[config.mk]
export PLATFORM = sky130hd
export DESIGN_NAME = imem_loader
export DESIGN_NICKNAME = d
export VERILOG_FILES = /design/src/rtl/imem_loader_pkg.sv /design/src/rtl/imem_loader_byte_assembler.sv /design/src/rtl/imem_loader.sv
export SDC_FILE = /design/constraint.sdc
export NUM_CORES = 1
export LEC_CHECK = 0
export ABC_AREA = 1
export CAP_MARGIN = 10
export CORE_ASPECT_RATIO = 0.6
export CORE_UTILIZATION = 40
export CTS_BUF_LIST = sky130_fd_sc_hd__clkbuf_8
export CTS_CLUSTER_DIAMETER = 100
export DETAILED_ROUTE_END_ITERATION = 6
export SETUP_SLACK_MARGIN = 0.02
export SLEW_MARGIN = 20
export SYNTH_ARGS = -nofsm -noshare
export SYNTH_HDL_FRONTEND = slang
export SYNTH_SLANG_ARGS = --single-unit
export TNS_END_PERCENT = 30
[constraint.sdc]
create_clock -name clk -period 2.5 [get_ports clk]
set_input_delay 0.75 -clock clk [delete_from_list [all_inputs] [get_ports clk]]
set_output_delay 0.75 -clock clk [all_outputs]
set_load 0.01 [all_outputs]
[src/rtl/imem_loader_pkg.sv]
// Shared types and constants for the instruction-memory loader.
package imem_loader_pkg;

  // Loader phases: header count, data bytes, single write cycle, terminal states.
  typedef enum logic [2:0] {
    HDR   = 3'd0,
    DATA  = 3'd1,
    WRITE = 3'd2,
    DONE  = 3'd3,
    ERROR = 3'd4
  } state_t;

  localparam int BYTES_PER_WORD = 4;
  localparam int HDR_BYTES      = 4;

endpackage

[src/rtl/imem_loader_byte_assembler.sv]
// Collects accepted stream bytes little-endian into 32-bit words.
// The same assembler serves both the header count and the program words.
module imem_loader_byte_assembler
  import imem_loader_pkg::*;
(
  input  logic        clk,
  input  logic        rst_n,
  input  logic [7:0]  in_data,
  input  logic        accept,
  output logic [31:0] word,
  output logic        word_valid
);

  logic [1:0]  cnt_reg;
  logic [23:0] asm_reg;

  // Byte counter and shift register; newest byte enters at the top so the
  // first byte of a word ends up in the least significant position.
  always_ff @(posedge clk) begin
    if (!rst_n) begin
      cnt_reg <= 2'd0;
      asm_reg <= 24'd0;
    end else if (accept) begin
      cnt_reg <= cnt_reg + 2'd1;
      asm_reg <= {in_data, asm_reg[23:8]};
    end
  end

  // The fourth byte completes the word combinationally so the FSM can act on
  // it at the same edge that accepts it.
  always_comb begin
    word       = {in_data, asm_reg};
    word_valid = accept && (cnt_reg == 2'(BYTES_PER_WORD - 1));
  end

endmodule

[src/rtl/imem_loader.sv]
// Streams a length-prefixed program into instruction memory and holds the
// CPU in reset until every word has been written.
module imem_loader
  import imem_loader_pkg::*;
#(
  parameter int          WORDS     = 64,
  parameter logic [31:0] BASE_ADDR = 32'h0
) (
  input  logic        clk,
  input  logic        rst_n,
  input  logic [7:0]  in_data,
  input  logic        in_valid,
  output logic        in_ready,
  input  logic        reload,
  output logic [31:0] mem_address,
  output logic [31:0] mem_write_data,
  output logic        mem_write_enable,
  output logic        cpu_rst_n,
  output logic        done,
  output logic        error
);

  localparam logic [31:0] WORDS_W = 32'(WORDS);

  state_t      state_reg, state_next;
  logic [31:0] addr_reg, addr_next;
  logic [31:0] remaining_reg, remaining_next;
  logic [31:0] wdata_reg, wdata_next;
  logic [31:0] word;
  logic        word_valid;
  logic        byte_fire;

  assign byte_fire = in_valid && in_ready;

  imem_loader_byte_assembler u_byte_assembler (
    .clk        (clk),
    .rst_n      (rst_n),
    .in_data    (in_data),
    .accept     (byte_fire),
    .word       (word),
    .word_valid (word_valid)
  );

  // State, address, remaining-count and write-data registers.
  always_ff @(posedge clk) begin
    if (!rst_n) begin
      state_reg     <= HDR;
      addr_reg      <= BASE_ADDR;
      remaining_reg <= 32'd0;
      wdata_reg     <= 32'd0;
    end else begin
      state_reg     <= state_next;
      addr_reg      <= addr_next;
      remaining_reg <= remaining_next;
      wdata_reg     <= wdata_next;
    end
  end

  // Next-state logic; counters advance only when leaving WRITE.
  always_comb begin
    state_next     = state_reg;
    addr_next      = addr_reg;
    remaining_next = remaining_reg;
    wdata_next     = wdata_reg;
    case (state_reg)
      HDR: begin
        if (word_valid) begin
          if (word == 32'd0) begin
            state_next = DONE;
          end else if (word > WORDS_W) begin
            state_next = ERROR;
          end else begin
            remaining_next = word;
            state_next     = DATA;
          end
        end
      end
      DATA: begin
        if (word_valid) begin
          wdata_next = word;
          state_next = WRITE;
        end
      end
      WRITE: begin
        addr_next      = addr_reg + 32'd4;
        remaining_next = remaining_reg - 32'd1;
        state_next     = (remaining_reg == 32'd1) ? DONE : DATA;
      end
      DONE, ERROR: begin
        if (reload) begin
          addr_next  = BASE_ADDR;
          state_next = HDR;
        end
      end
      default: state_next = HDR;
    endcase
  end

  // Outputs decode straight from the state register so they are glitch-free.
  always_comb begin
    in_ready         = (state_reg == HDR) || (state_reg == DATA);
    mem_write_enable = (state_reg == WRITE);
    mem_address      = addr_reg;
    mem_write_data   = wdata_reg;
    cpu_rst_n        = (state_reg == DONE);
    done             = (state_reg == DONE);
    error            = (state_reg == ERROR);
  end

endmodule

==> results.toml <==
[critical_path]
path_max_fanout = 5
required_ns = 1.75
worstSetupStartpoint = "state_reg[0]"
cp.arrival_ns = 1.64
critPathKind = "flop to output pin"
end_kind = "output pin"
r2r_start = "remaining_reg[11]"
crit_path_start_kind = "flop"

[yosys]
syn_area_per_cell_sq_um = 6.11
synthCells = 1054
yosysMostFrequentCell = "nor2_1"
synth_edf_count = 0
synth_common_cells = "256 x nor2_1, 245 x nand2_1, 123 x dfxtp_1"
yosysSeqAreaShare = 0.382
synth_xor_area_frac = 0.00408
synth_flop_cell = "dfxtp_1"
synthArstFlopShare = 0
synth-compound-area-share = 0.142
synth_mux_area_frac = 0.00155
yosys-top-cells-area = "dfxtp_1 38%, nor2_1 15%, nand2_1 14%"
synth.top_cell.area_share = 0.382
syn-cell-area_sq_um = 6440
synth_warnings = 0
synth_top_family_by_area = "simple AND/OR/NAND/NOR gates"
yosys.area_share.simple = 0.362
yosysUniqueCellTypes = 32
synthAdderAreaFrac = 0.00777
synth_seq_cells = 123
yosysTopAreaCell = "dfxtp_1"

[final_layout]
nNetsFinal = 1165
area_growth_syn_to_layout_pct = 24.6
layout-drive-gt1-share = 0.0671
antenna-diode-count = 0

[timing]
whs_ns = 0.456
period_share = 0.956
hold_viol = 0
setup-tns-final_ns = 0
fin_skew_ns = 0.0161
max_slew_margin = 0.577
fin_ws_ns = 0.111
rsz0062_at_grt = "no"
fmax_mhz = 419
drv_slew = 0
worstMarginPinSlew_ns = 0.634
setup_viol = 0
period_needed_ns = 2.39

[placement]
gp_congestion = 0.898
portBuffers = 78
hpwlAfterDp_mm = 14.1
pre_cts_ws_ns = -0.0261

[run_status]
violations = "DRC"
status = "finished, violations left"

[run]
maxCapViolations = 0

[floorplan]
die_h_um = 100
initial_core_util = 0.414
die_area_sq_um = 16600
io_pins = 81
core_area_sq_um = 15500
die_w_um = 166
row_count = 35

[detailed_routing]
routed_wl_mm = 19.3
vias = 6780
post-route-drc-count = 8
drt-wirelength-per-cell_um = 14.1
dr.first_iter.drc_count = 723
viasPerCell = 4.97
dr.pass1.iters = 7
final_antenna_net_count = 0

[cts]
cts_tree = "built"
cts_hold_buf = 0
clk_latency_ns = 0.45
clk_pin_slew_ns = 0.09
cts_buffers = 17
htree_levels = 4
cts_buffer_depth = 2
clkSinkCount = 123
cts_root_buffer = "clkbuf_8"

[grt]
grt_pass1_vias = 5648
grt-ovfl-total = 0
antenna_found_initial = 0
track_usage = 0.238
grt_max_degree = 68
grt_pass1_wl_mm = 31.0

[power]
peakVddDrop_v = 0.000351
powerDensity_nw_per_um2 = 587
leakagePower_nw = 3.74

[worst_hold_path]
hp-class = "flop to flop"
worstHoldStart = "mem_write_data[18]"
power breakdown:
group | internal (mW) | total, mW | switching (mW)
logic | 0.270 | 0.758 | 0.487
registers | 2.04 | 2.12 | 0.0803
clock network | 0.842 | 1.84 | 0.997
metal layers:
layer | GRT usage | routed length (um)
met4 | 0.0618 | 217
met3 | 0.0540 | 1520
met1 | 0.395 | 10900
met5 | 0 | 0
met2 | 0.287 | 6670
cells by family (layout without fill, tap and decap cells):
kind of cell,after synthesis,in the layout
AND/OR/NAND/NOR,584,584
adder cells (fa/ha/maj),4,4
other,1,2
multiplexers,1,1
buffers and inverters,159,266
flip-flops,123,123
AO/OA/AOI/OAI,179,179
XOR/XNOR,3,3
worst paths after layout:
kind	slack, ns	cells after the start	endpoint
min	0.46	2	mem_write_data[18]
max	0.11	4	cpu_rst_n
min reg2reg	0.46	2	mem_write_data[18]
max reg2reg	0.58	9	remaining_reg[20]
worst max-delay path, stage by stage (launching register included):
cell and delay, ns:
dfxtp_1 0.33, buf_4 0.14, nand3_1 0.11, inv_1 0.09, clkdlybuf4s50_1 0.53
per-stage QoR:
stage	total power [mW]	instances	area, sq um	util
final	4.71	1365	8030	0.516
after global routing	4.94	1365	8030	0.516
after CTS	4.73	1365	8030	0.516
after detailed placement	2.89	1333	7600	0.489
after global placement	2.89	1333	7600	0.489
after floorplan	2.62	1055	6440	-
what timing repair did:
item	in CTS	in global routing
setup buffers	0	0
cloned	0	0
gates resized for setup	3	2
endpoints found under the setup margin	1	4
cell type report:
| type | count | area (sq um) |
|---|---|---|
| inverter | 121 | 454 |
| clock inverter | 15 | 174 |
| sequential | 123 | 2460 |
| clock buffer | 17 | 234 |
| tap | 203 | 254 |
| multi-input combinational | 773 | 3360 |
| timing repair buffer | 113 | 1090 |
| fill | 1574 | 7520 |
placed cells by master (no fill, tap or decap), types with 13 or more instances in the layout:
master,count
nand2_1,245
nor2_1,256
inv_1,118
a21oi_1,91
nand3_1,48
buf_4,31
clkdlybuf4s50_1,77
clkbuf_8,17
o21ai_0,78
nor3_1,13
dfxtp_1,121
Note: power is estimated with default switching activity, not from simulation.
